==> src/rtl/fifo_pkg.sv <==
// Shared defaults and width helpers for the parametrised FIFO family.
package fifo_pkg;

    localparam int unsigned DEF_DATA_WIDTH = 32;
    localparam int unsigned DEF_ADDR_WIDTH = 3;

    // Occupancy needs one extra bit so that a full FIFO (count == DEPTH) is representable.
    function automatic int unsigned count_width(input int unsigned addr_width);
        return addr_width + 1;
    endfunction

endpackage

==> src/rtl/param_fifo_if.sv <==
// Producer/consumer handshake bundle for param_fifo; master drives requests, slave is the FIFO.
interface param_fifo_if #(
    parameter int unsigned DATA_WIDTH = fifo_pkg::DEF_DATA_WIDTH,
    parameter int unsigned ADDR_WIDTH = fifo_pkg::DEF_ADDR_WIDTH
);
    localparam int unsigned CW = fifo_pkg::count_width(ADDR_WIDTH);

    logic                  clr;
    logic                  rd_en;
    logic                  wr_en;
    logic [DATA_WIDTH-1:0] d_in;
    logic [DATA_WIDTH-1:0] d_out;
    logic                  full;
    logic                  empty;
    logic                  almost_full;
    logic                  almost_empty;
    logic                  wr_ack;
    logic                  wr_err;
    logic                  rd_ack;
    logic                  rd_err;
    logic [CW-1:0]         data_count;

    modport master (
        output clr, rd_en, wr_en, d_in,
        input  d_out, full, empty, almost_full, almost_empty,
               wr_ack, wr_err, rd_ack, rd_err, data_count
    );

    modport slave (
        input  clr, rd_en, wr_en, d_in,
        output d_out, full, empty, almost_full, almost_empty,
               wr_ack, wr_err, rd_ack, rd_err, data_count
    );

endinterface

==> src/rtl/fifo_mem.sv <==
// DEPTH x DATA_WIDTH register array: synchronous write port, asynchronous read port.
module fifo_mem #(
    parameter int unsigned DATA_WIDTH = fifo_pkg::DEF_DATA_WIDTH,
    parameter int unsigned ADDR_WIDTH = fifo_pkg::DEF_ADDR_WIDTH
) (
    input  logic                  clk,
    input  logic                  we,
    input  logic [ADDR_WIDTH-1:0] waddr,
    input  logic [DATA_WIDTH-1:0] wdata,
    input  logic [ADDR_WIDTH-1:0] raddr,
    output logic [DATA_WIDTH-1:0] rdata
);
    localparam int unsigned DEPTH = 2 ** ADDR_WIDTH;

    logic [DATA_WIDTH-1:0] mem [DEPTH];

    // Storage is intentionally not reset; occupancy tracking makes stale words unreachable.
    always_ff @(posedge clk) begin
        if (we) begin
            mem[waddr] <= wdata;
        end
    end

    assign rdata = mem[raddr];

endmodule

==> src/rtl/param_fifo.sv <==
// Parametrised single-clock FIFO with ack/err handshakes, programmable thresholds and flush.
module param_fifo
    import fifo_pkg::*;
#(
    parameter int unsigned DATA_WIDTH = DEF_DATA_WIDTH,
    parameter int unsigned ADDR_WIDTH = DEF_ADDR_WIDTH,
    parameter int unsigned AF_LEVEL   = 6,
    parameter int unsigned AE_LEVEL   = 2
) (
    input  logic          clk,
    input  logic          reset_n,
    param_fifo_if.slave   bus
);
    localparam int unsigned DEPTH = 2 ** ADDR_WIDTH;
    localparam int unsigned CW    = count_width(ADDR_WIDTH);

    localparam logic [CW-1:0] DEPTH_C = CW'(DEPTH);
    localparam logic [CW-1:0] AF_C    = CW'(AF_LEVEL);
    localparam logic [CW-1:0] AE_C    = CW'(AE_LEVEL);

    // Thresholds must leave a non-empty band between almost_empty and almost_full.
    generate
        if (!((AE_LEVEL < AF_LEVEL) && (AF_LEVEL <= DEPTH))) begin : g_bad_levels
            $error("param_fifo: thresholds must satisfy AE_LEVEL < AF_LEVEL <= DEPTH");
        end
    endgenerate

    logic [ADDR_WIDTH-1:0] rd_ptr;
    logic [ADDR_WIDTH-1:0] wr_ptr;
    logic [CW-1:0]         count;
    logic [DATA_WIDTH-1:0] d_out_q;
    logic [DATA_WIDTH-1:0] rdata;
    logic                  wr_ack_q;
    logic                  wr_err_q;
    logic                  rd_ack_q;
    logic                  rd_err_q;
    logic                  rd_acc_c;
    logic                  wr_acc_c;
    logic                  mem_we_c;

    // A write into a full FIFO is still accepted when a read frees the slot at the same edge.
    always_comb begin
        rd_acc_c = bus.rd_en && (count != '0);
        wr_acc_c = bus.wr_en && ((count != DEPTH_C) || bus.rd_en);
        mem_we_c = wr_acc_c && !bus.clr;
    end

    fifo_mem #(
        .DATA_WIDTH (DATA_WIDTH),
        .ADDR_WIDTH (ADDR_WIDTH)
    ) u_mem (
        .clk   (clk),
        .we    (mem_we_c),
        .waddr (wr_ptr),
        .wdata (bus.d_in),
        .raddr (rd_ptr),
        .rdata (rdata)
    );

    always_ff @(posedge clk or negedge reset_n) begin
        if (!reset_n) begin
            rd_ptr   <= '0;
            wr_ptr   <= '0;
            count    <= '0;
            d_out_q  <= '0;
            wr_ack_q <= 1'b0;
            wr_err_q <= 1'b0;
            rd_ack_q <= 1'b0;
            rd_err_q <= 1'b0;
        end else if (bus.clr) begin
            // Flush wins over any request; d_out keeps the last delivered word.
            rd_ptr   <= '0;
            wr_ptr   <= '0;
            count    <= '0;
            wr_ack_q <= 1'b0;
            wr_err_q <= 1'b0;
            rd_ack_q <= 1'b0;
            rd_err_q <= 1'b0;
        end else begin
            if (wr_acc_c) begin
                wr_ptr <= wr_ptr + ADDR_WIDTH'(1);
            end
            if (rd_acc_c) begin
                rd_ptr  <= rd_ptr + ADDR_WIDTH'(1);
                d_out_q <= rdata;
            end
            count    <= count + CW'(wr_acc_c) - CW'(rd_acc_c);
            wr_ack_q <= wr_acc_c;
            wr_err_q <= bus.wr_en && !wr_acc_c;
            rd_ack_q <= rd_acc_c;
            rd_err_q <= bus.rd_en && !rd_acc_c;
        end
    end

    assign bus.d_out        = d_out_q;
    assign bus.wr_ack       = wr_ack_q;
    assign bus.wr_err       = wr_err_q;
    assign bus.rd_ack       = rd_ack_q;
    assign bus.rd_err       = rd_err_q;
    assign bus.data_count   = count;
    assign bus.full         = (count == DEPTH_C);
    assign bus.empty        = (count == '0);
    assign bus.almost_full  = (count >= AF_C);
    assign bus.almost_empty = (count <= AE_C);

endmodule

==> src/flat_wrapper.sv <==
// flat-port wrapper written by rule: the top's interface ports become plain ports
module param_fifo_flat import fifo_pkg::*;
#(
    parameter int unsigned DATA_WIDTH = DEF_DATA_WIDTH,
    parameter int unsigned ADDR_WIDTH = DEF_ADDR_WIDTH,
    parameter int unsigned AF_LEVEL   = 6,
    parameter int unsigned AE_LEVEL   = 2
)
  (clk, reset_n, bus_clr, bus_rd_en, bus_wr_en, bus_d_in, bus_d_out, bus_full, bus_empty, bus_almost_full, bus_almost_empty, bus_wr_ack, bus_wr_err, bus_rd_ack, bus_rd_err, bus_data_count);
  param_fifo_if #(.DATA_WIDTH(DATA_WIDTH), .ADDR_WIDTH(ADDR_WIDTH)) bus_i ();
  input  logic clk;
  input  logic reset_n;
  input wire logic [$bits(bus_i.clr)-1:0] bus_clr;
  input wire logic [$bits(bus_i.rd_en)-1:0] bus_rd_en;
  input wire logic [$bits(bus_i.wr_en)-1:0] bus_wr_en;
  input wire logic [$bits(bus_i.d_in)-1:0] bus_d_in;
  output wire logic [$bits(bus_i.d_out)-1:0] bus_d_out;
  output wire logic [$bits(bus_i.full)-1:0] bus_full;
  output wire logic [$bits(bus_i.empty)-1:0] bus_empty;
  output wire logic [$bits(bus_i.almost_full)-1:0] bus_almost_full;
  output wire logic [$bits(bus_i.almost_empty)-1:0] bus_almost_empty;
  output wire logic [$bits(bus_i.wr_ack)-1:0] bus_wr_ack;
  output wire logic [$bits(bus_i.wr_err)-1:0] bus_wr_err;
  output wire logic [$bits(bus_i.rd_ack)-1:0] bus_rd_ack;
  output wire logic [$bits(bus_i.rd_err)-1:0] bus_rd_err;
  output wire logic [$bits(bus_i.data_count)-1:0] bus_data_count;
  assign bus_i.clr = bus_clr;
  assign bus_i.rd_en = bus_rd_en;
  assign bus_i.wr_en = bus_wr_en;
  assign bus_i.d_in = bus_d_in;
  assign bus_d_out = bus_i.d_out;
  assign bus_full = bus_i.full;
  assign bus_empty = bus_i.empty;
  assign bus_almost_full = bus_i.almost_full;
  assign bus_almost_empty = bus_i.almost_empty;
  assign bus_wr_ack = bus_i.wr_ack;
  assign bus_wr_err = bus_i.wr_err;
  assign bus_rd_ack = bus_i.rd_ack;
  assign bus_rd_err = bus_i.rd_err;
  assign bus_data_count = bus_i.data_count;
  param_fifo #(.DATA_WIDTH(DATA_WIDTH), .ADDR_WIDTH(ADDR_WIDTH), .AF_LEVEL(AF_LEVEL), .AE_LEVEL(AE_LEVEL)) u_core (.clk(clk), .reset_n(reset_n), .bus(bus_i));
endmodule
==> config.mk <==
export PLATFORM = sky130hd
export DESIGN_NAME = param_fifo_flat
export DESIGN_NICKNAME = d
export VERILOG_FILES = /design/src/rtl/fifo_pkg.sv /design/src/rtl/param_fifo_if.sv /design/src/rtl/fifo_mem.sv /design/src/rtl/param_fifo.sv /design/src/flat_wrapper.sv
export SDC_FILE = /design/constraint.sdc
export NUM_CORES = 1
export LEC_CHECK = 0
export ABC_CLOCK_PERIOD_IN_PS = 9100
export CAP_MARGIN = 20
export CORE_UTILIZATION = 50
export CTS_CLUSTER_DIAMETER = 80
export DETAILED_ROUTE_END_ITERATION = 7
export GPL_ROUTABILITY_DRIVEN = 0
export PLACE_DENSITY = 0.78
export SLEW_MARGIN = 10
export SYNTH_ARGS = -nofsm -noshare
export SYNTH_HDL_FRONTEND = slang
export SYNTH_SLANG_ARGS = --single-unit
==> constraint.sdc <==
create_clock -name clk -period 9.1 [get_ports clk]
set_input_delay 2.275 -clock clk [delete_from_list [all_inputs] [get_ports clk]]
set_output_delay 2.275 -clock clk [all_outputs]
set_load 0.01 [all_outputs]
==> results.cfg, run 1 <==
[logic_synthesis]
synth_area_um2 = 11800
yosys.cell_count.top_type = edfxtp_1
yosysTopAreaCell = edfxtp_1
synth_top_family_by_area = multiplexers
synth_compound_area_frac = 0.0458
ys_async_sr_fraction = 0.152
synthTopCellsByArea = edfxtp_1 (65%), mux2i_1 (11%), dfrtp_1 (9.8%)
yosys.area_share.simple = 0.0517
synth.top_cell.area_share = 0.653
synthAdderAreaFrac = 0.0134
yosys_warnings = 0
muxShareOfSynthArea = 0.110
ys_seq_area_frac = 0.751
ys_ff_latch = 302
synthCells = 705
avgSynthCellArea_um2 = 16.7
ys_top_cells_by_count = edfxtp_1 (256), mux2i_1 (129), nand2_1 (70), a22oi_1 (64), dfrtp_1 (46)
synth-xor-area-share = 0.00446
ys_types = 33
synth_flop_cell = edfxtp_1
syn_nets = 754
synth_edf_count = 256

[routing]
wire_per_inst_um = 19.4
num_vias = 6104
first_pass_iters = 4
vias_per_cell = 5.43
remaining_drc_errors = 0
final_antenna_net_count = 0
drt-initial-drc-count = 392
routed_wl_mm = 21.8

[worst_setup_path]
crit_path_start_kind = register
arrival_ps = 2350
criticalPathCategory = register to output port
cp_max_fo = 6
endpoint_kind = output port
required_ps = 6830

[floorplanning]
fp.dieW_um = 155
num_rows = 55
pin_count = 81
initial_core_util = 0.515
core_area_um2 = 22800
die_area_um2 = 24200
die_y_um = 155

[sta]
slew_headroom = 0.286
rsz0062_at_grt = false
fin_skew_ps = 9.83
fin_crit_sh = 0.508
slew_viol_final = 0
fin_tns_setup_ps = 0
period_needed_ps = 4620
final_hold_viol_count = 0
worst_slew_pin_slew_ps = 1070
setup_viol = 0
timing.fmax_mhz = 216

[cells_and_area]
final-seq-area_um2 = 8840
layout-drive-gt1-share = 0.0974
final_util = 0.610
area_growth_syn_to_layout_pct = 18.3
antenna-diode-count = 0
multi_input_area_um2 = 2710
fin_nets = 838
fillers = 1676

[clock_tree]
cts.sinks = 302
cts_buffers = 29
htreeDepth = 1
clockBufferDepth = 3
hold_buffers = 0
clock_latency_ps = 540
postCtsResizedCells = 0
clk_pin_slew_ps = 60
cts_tree = done
root_buffer = clkbuf_16
post_cts_buffers = 0

[place]
hpwl_mm = 12.5
io_buffers = 80

[min_path]
hp-class = register to register

[grt]
grt_pass1_vias = 6283
antenna_found_initial = 0
grt_pass1_wl_mm = 34.2
grt_max_degree = 57
track_usage = 0.184
overflow = 0

[power]
cellLeakagePower_nw = 4.88
powerDensity_nw_per_um2 = 271
vdd_drop_max_mv = 0.174

[status]
outcome = finished, final reports clean

[job]
drv_cap = 0
critical path, stage by stage, from the launching register on:
cell and delay (ps):
dfrtp_1 410, inv_1 140, ha_1 170, or3b_1 480
inv_1 90, clkdlybuf4s50_1 530
power by group:
group	internal [mW]	switching, mW	total, mW
clock network	0.757	0.492	1.25
registers	1.61	0.0881	1.70
logic	0.403	0.416	0.819
total	2.77	0.996	3.77
per-stage QoR:
| step | instances | total power [mW] | setup slack, ps | cell area [um^2] | hold WS (ps) |
|---|---|---|---|---|---|
| 2_1_floorplan | 705 | 2.26 | 3540 | 11800 | 509 |
| 3_3_place_gp | 1069 | 2.53 | 4160 | 12900 | 462 |
| 3_5_place_dp | 1069 | 2.56 | 4060 | 12900 | 462 |
| 4_1_cts | 1122 | 3.81 | 4450 | 13900 | 477 |
| 5_1_grt | 1124 | 3.94 | 4320 | 13900 | 495 |
| 6_report | 1124 | 3.77 | 4480 | 13900 | 471 |
cell families after synthesis:
| kind of cell | after synthesis |
|---|---|
| simple gates | 134 |
| flops | 302 |
| buf+inv | 50 |
| compound gates | 72 |
| xor+xnor | 6 |
| mux | 129 |
| fa+ha+maj | 12 |
registers in the layout, summed over array words and instances (netlist names):
name	count
u_core.bus.wr_err	1
u_core.bus.wr_ack	1
u_core.bus.rd_err	1
u_core.bus.data_count	4
u_core.bus.rd_ack	1
u_core.rd_ptr	3
u_core.u_mem.mem	256
u_core.bus.d_out	32
u_core.wr_ptr	3
per-layer routing:
layer / vias up / wire length, um / global-route usage
met1: 3061 / 9650 / 0.243
met3: 30 / 1070 / 0.0281
met5: - / 0 / 0
li1: 2855 / - / -
met2: 158 / 10700 / 0.319
met4: 0 / 344 / 0.0495
final timing paths:
kind / startpoint / to / slack (ps) / cells past startpoint
worst max-delay path: u_core.bus.data_count[2]$_DFF_PN0_ / bus_empty / 4480 / 5
worst min-delay path: u_core.bus.d_out[19]$_DFFE_PN0P_ / u_core.bus.d_out[19]$_DFFE_PN0P_ / 470 / 2
worst max register to register: u_core.bus.data_count[2]$_DFF_PN0_ / u_core.bus.data_count[2]$_DFF_PN0_ / 6350 / 11
worst min register to register: u_core.bus.d_out[19]$_DFFE_PN0P_ / u_core.bus.d_out[19]$_DFFE_PN0P_ / 470 / 2
max in group asynchronous: reset_n / u_core.rd_ptr[0]$_DFFE_PN0P_ / 6770 / 2
min in group asynchronous: reset_n / u_core.bus.data_count[1]$_DFF_PN0_ / 1850 / 2
cells in the final DEF, fill, tap and decap left out, drive strengths merged:
| cell type | count |
|---|---|
| edfxtp | 256 |
| mux2i | 129 |
| clkdlybuf4s50 | 79 |
| nand2 | 70 |
| a22oi | 64 |
| dfrtp | 46 |
| clkbuf | 35 |
| nand3 | 34 |
| nor2 | 14 |
| buf | 13 |
| ha | 11 |
| inv | 11 |
| clkinv | 10 |
| bufinv | 5 |
| nand2b | 4 |
| xor2 | 4 |
| nor2b | 4 |
| clkinvlp | 3 |
| nor3 | 3 |
| xnor2 | 2 |
| a21oi | 2 |
| or3b | 2 |
| o21ai | 2 |
| o21ba | 1 |
| a221o | 1 |
| nand3b | 1 |
| nor3b | 1 |
| a21o | 1 |
| and2 | 1 |
| o211ai | 1 |
| fa | 1 |
cell type report:
cell class,instances,share of cell area
clock buffers,35,0.0566
clock inverters,18,0.0160
inverters,11,0.00314
multi-input cells,353,0.195
flip-flops and latches,302,0.635
well taps,313,0.0281
repair buffers,92,0.0665
No activity file was read; power rests on OpenSTA's default activity.
==> run 2, diff against run 1 <==
Settings changed: ABC_CLOCK_PERIOD_IN_PS 9100 to 4400.
Clock period 9.1 ns to 4.4 ns, I/O delays scaled along.
==> run 2 against run 1 <==
Highest routed layer unchanged. Critical endpoint unchanged. Utilization rose by 0.066 points. Global-route usage grew 0.48 points. Power rose by 100%. Sequential cell count did not move. Non-clock buffer count is 8 higher. Clock skew is 4.7 ps higher. Largest power group unchanged. Final area is 0.11% higher. Clock-buffer cell count is 4 higher. Cell count grew 0.98%. Critical path depth is the same. Worst setup slack got worse by 3600 ps.
==> results.cfg, run 2 (synthesized netlist as in run 1, its figures left out) <==
[routing]
first_pass_iters = 5
num_vias = 6110
wire_per_inst_um = 19.5
drt-initial-drc-count = 354
routed_wl_mm = 22.2
vias_per_cell = 5.38
remaining_drc_errors = 0
final_antenna_net_count = 0

[sta]
period_needed_ps = 3470
setup_ws_ps = 926
whs_ps = 471
setup_viol = 0
slew_viol_final = 0
fin_crit_sh = 0.790
timing.fmax_mhz = 288
slew_headroom = 0.430
worst_slew_pin_slew_ps = 856
rsz0062_at_grt = false
fin_skew_ps = 14.5
fin_tns_setup_ps = 0
final_hold_viol_count = 0

[clock_tree]
clock_latency_ps = 540
hold_buffers = 0
cts_tree = done
cts.sinks = 302
root_buffer = clkbuf_16
clockBufferDepth = 3
clk_pin_slew_ps = 60
cts_buffers = 30
htreeDepth = 1
postCtsResizedCells = 0
post_cts_buffers = 0

[worst_setup_path]
cp_max_fo = 6
arrival_ps = 2370
cpPeakStageDelay_ps = 530
endpoint_kind = output port
crit_path_start_kind = register
criticalPathCategory = register to output port
worstPathCellList = inv_1, ha_1, or3b_1, inv_1, clkdlybuf4s50_1
critPathSlowestCell = clkdlybuf4s50_1
crit_top_cell = inv_1
required_ps = 3300

[cells_and_area]
largest_reg_flops = 256
antenna-diode-count = 0
layout_common_cells = edfxtp_1 (256), mux2i_1 (129), clkdlybuf4s50_1 (79)
area_growth_syn_to_layout_pct = 18.4
fin_nets = 847
top_register = u_core.u_mem.mem
final_util = 0.610
layout-drive-gt1-share = 0.103
layout_commonest_cell = edfxtp_1

[floorplanning]
die_area_um2 = 24200
pin_count = 81
fp.dieW_um = 155
die_y_um = 155
initial_core_util = 0.515
num_rows = 55
core_area_um2 = 22800

[grt]
grt_pass1_vias = 6494
grt_pass1_wl_mm = 34.9
overflow = 0
grt_max_degree = 56
track_usage = 0.189
antenna_found_initial = 0

[power]
powerDensity_nw_per_um2 = 553
cellLeakagePower_nw = 4.90
vdd_drop_max_mv = 0.304
p_total_mw = 7.71

[min_path]
hp-class = register to register

[place]
dp_slack_ps = 916
io_buffers = 80
hpwl_mm = 12.9

[status]
outcome = finished, final reports clean

[job]
drv_cap = 0
-- run 2: cell count changes in the layout (fill, tap and decap cells not counted), moves of 2 or more --
cell	change
clkbuf_1	+6
clkbuf_8	-4
buf_16	-2
buf_4	+8
clkbuf_16	+2
buf_12	+2
bufinv_16	-2
-- run 2: through the flow --
stage	area (um^2)	instances
final	13900	1135
after global routing	13900	1135
after detailed placement	13000	1079
after floorplan	11800	705
after global placement	13000	1079
after CTS	13900	1135
-- run 2: area by class of cell --
| type | count | area, um^2 |
|---|---|---|
| clock buffers | 39 | 806 |
| clock inverters | 17 | 175 |
| fillers | 1681 | 8900 |
| inverters | 11 | 43.8 |
| multi-input cells | 353 | 2710 |
| flip-flops and latches | 302 | 8840 |
| well taps | 313 | 392 |
| repair buffers | 100 | 971 |
-- run 2: critical path, delay by kind of cell (launching register included) --
family / cells / cell delay, ps
buffers and inverters: 3 / 760
AND/OR/NAND/NOR: 1 / 480
flip-flops: 1 / 420
adder cells (fa/ha/maj): 1 / 180
-- run 2: path summary, 6_finish.rpt --
path / slack, ps / endpoint / depth (start not counted) / from
max: 930 / bus_empty / 5 / u_core.bus.data_count[2]$_DFF_PN0_
min: 470 / u_core.bus.d_out[25]$_DFFE_PN0P_ / 2 / u_core.bus.d_out[25]$_DFFE_PN0P_
max reg2reg: 1720 / u_core.bus.data_count[2]$_DFF_PN0_ / 11 / u_core.bus.data_count[2]$_DFF_PN0_
min reg2reg: 470 / u_core.bus.d_out[25]$_DFFE_PN0P_ / 2 / u_core.bus.d_out[25]$_DFFE_PN0P_
max in group asynchronous: 3010 / u_core.rd_ptr[0]$_DFFE_PN0P_ / 2 / reset_n
min in group asynchronous: 550 / u_core.bus.data_count[2]$_DFF_PN0_ / 1 / reset_n
-- run 2: power by group --
group          internal [mW]  switching [mW]
clock                   1.47            1.03
sequential              3.33           0.207
combinational          0.846           0.827
-- run 2: layer usage --
layer | wire (um) | global-route usage
met4 | 395 | 0.0546
met1 | 9620 | 0.246
met5 | 0 | 0
met2 | 11200 | 0.330
met3 | 958 | 0.0290
==> run 3, diff against run 2 <==
Settings changed: ABC_CLOCK_PERIOD_IN_PS 4400 to 3300.
Clock period 4.4 ns to 3.3 ns, I/O delays scaled along.
==> run 3 against run 2 <==
Via count rose by 2.7%. Combinational power rose by 41%. Final area rose by 0.64%. Critical path depth did not move. Critical endpoint unchanged.
==> results.cfg, run 3 (synthesized netlist as in run 1, its figures left out) <==
[cells_and_area]
top_register = u_core.u_mem.mem
antenna-diode-count = 0
final-seq-area_um2 = 8840
fillers = 1672
layout_common_cells = edfxtp_1 (256), mux2i_1 (129), clkdlybuf4s50_1 (79)
area_growth_syn_to_layout_pct = 19.1
multi_input_area_um2 = 2730
fin_nets = 850
final_util = 0.614
layout_commonest_cell = edfxtp_1
largest_reg_flops = 256
layout-drive-gt1-share = 0.105
stdcell_count = 1138

[worst_setup_path]
critPathSlowestCell = clkdlybuf4s50_1
cp_max_fo = 6
crit_top_cell = inv_1
r2r-start = u_core.bus.data_count[2]$_DFF_PN0_
reg2reg_to = u_core.bus.data_count[2]$_DFF_PN0_
arrival_ps = 2310
crit_buf_inv = 3
required_ps = 2470
cp_top_family = buffers and inverters
reg2reg_depth = 11
cpPeakStageDelay_ps = 530
criticalPathCategory = register to output port
endpoint_kind = output port
crit_path_start_kind = register
r2r_slack_ps = 700
worstPathCellList = inv_1, ha_1, or3b_4, inv_1, clkdlybuf4s50_1

[status]
outcome = finished, final reports clean

[sta]
slew_headroom = 0.523
slew_viol_final = 0
fin_skew_ps = 18.7
worst_slew_pin_slew_ps = 715
period_needed_ps = 3130
timing.fmax_mhz = 319
fin_tns_setup_ps = 0
rsz0062_at_grt = false
setup_viol = 0
setup_ws_ps = 169
fin_crit_sh = 0.949
final_hold_viol_count = 0

[routing]
final_antenna_net_count = 0
first_pass_iters = 5
num_vias = 6274
remaining_drc_errors = 0
wire_per_inst_um = 20.5
drt-initial-drc-count = 494
vias_per_cell = 5.51
routed_wl_mm = 23.3

[place]
hpwl_mm = 13.0
dp_slack_ps = 367
io_buffers = 80
placed_cells = 1082

[floorplanning]
fp.dieW_um = 155
die_area_um2 = 24200
num_rows = 55
pin_count = 81
core_area_um2 = 22800
initial_core_util = 0.515
die_y_um = 155

[grt]
grt_max_degree = 67
grt_pass1_vias = 6411
overflow = 0
met2_usage = 0.336
grt_busiest_layer = met2
antenna_found_initial = 0
grtUsageMet1 = 0.266
grt_pass1_wl_mm = 36.1
track_usage = 0.198
use_met3 = 0.0306

[power]
p_total_mw = 10.3
powerDensity_nw_per_um2 = 734
cellLeakagePower_nw = 4.92
vdd_drop_max_mv = 0.515

[job]
drv_cap = 0

[min_path]
hp-class = input port to async pin

[clock_tree]
root_buffer = clkbuf_16
clock_latency_ps = 560
cts_buffers = 30
cts.sinks = 302
clockBufferDepth = 3
clk_pin_slew_ps = 60
cts_tree = done
htreeDepth = 1
==> run 3: timing repair <==
item,CTS,global route
hold buffers,0,0
endpoints found under the setup margin,0,1
resized for setup,0,1
setup buffers,0,0
endpoints found under the hold margin,0,0
==> run 3: area by class of cell <==
cell class                      instances  area share
Tap cell                              313      0.0279
Clock inverter                         12     0.00901
Timing Repair Buffer                  103      0.0753
Inverter                               11     0.00312
Sequential cell                       302       0.630
Multi-Input combinational cell        353       0.194
Clock buffer                           44      0.0601
==> run 3: worst max path at each step <==
stage                                                    end  slack [ps]                                from  depth (start not counted)
final                                              bus_empty         170  u_core.bus.data_count[2]$_DFF_PN0_                          5
after global routing                               bus_empty          80  u_core.bus.data_count[2]$_DFF_PN0_                          5
after CTS                                          bus_empty          80  u_core.bus.data_count[2]$_DFF_PN0_                          5
after detailed placement  u_core.bus.data_count[2]$_DFF_PN0_         370                           bus_rd_en                          9
after global placement    u_core.bus.data_count[2]$_DFF_PN0_         380                           bus_rd_en                          9
after floorplan             u_core.u_mem.mem[1][0]$_DFFE_PP_          50                           bus_rd_en                          4
==> run 3: power breakdown <==
part           internal, mW  switching (mW)
logic                  1.15            1.20
registers              4.45           0.223
clock network          1.93            1.36
total                  7.52            2.78
==> run 3: per-layer routing <==
| layer | vias up | wire (um) |
|---|---|---|
| met5 | - | 0 |
| met4 | 0 | 485 |
| met3 | 40 | 1260 |
| met2 | 186 | 11500 |
| met1 | 3172 | 10100 |
| li1 | 2876 | - |
==> run 3: stage by stage <==
stage	hold slack (ps)	area (um^2)
floorplan	509	11800
global placement	460	13100
detailed placement	462	13100
CTS	337	14000
global route	347	14000
finish	331	14000
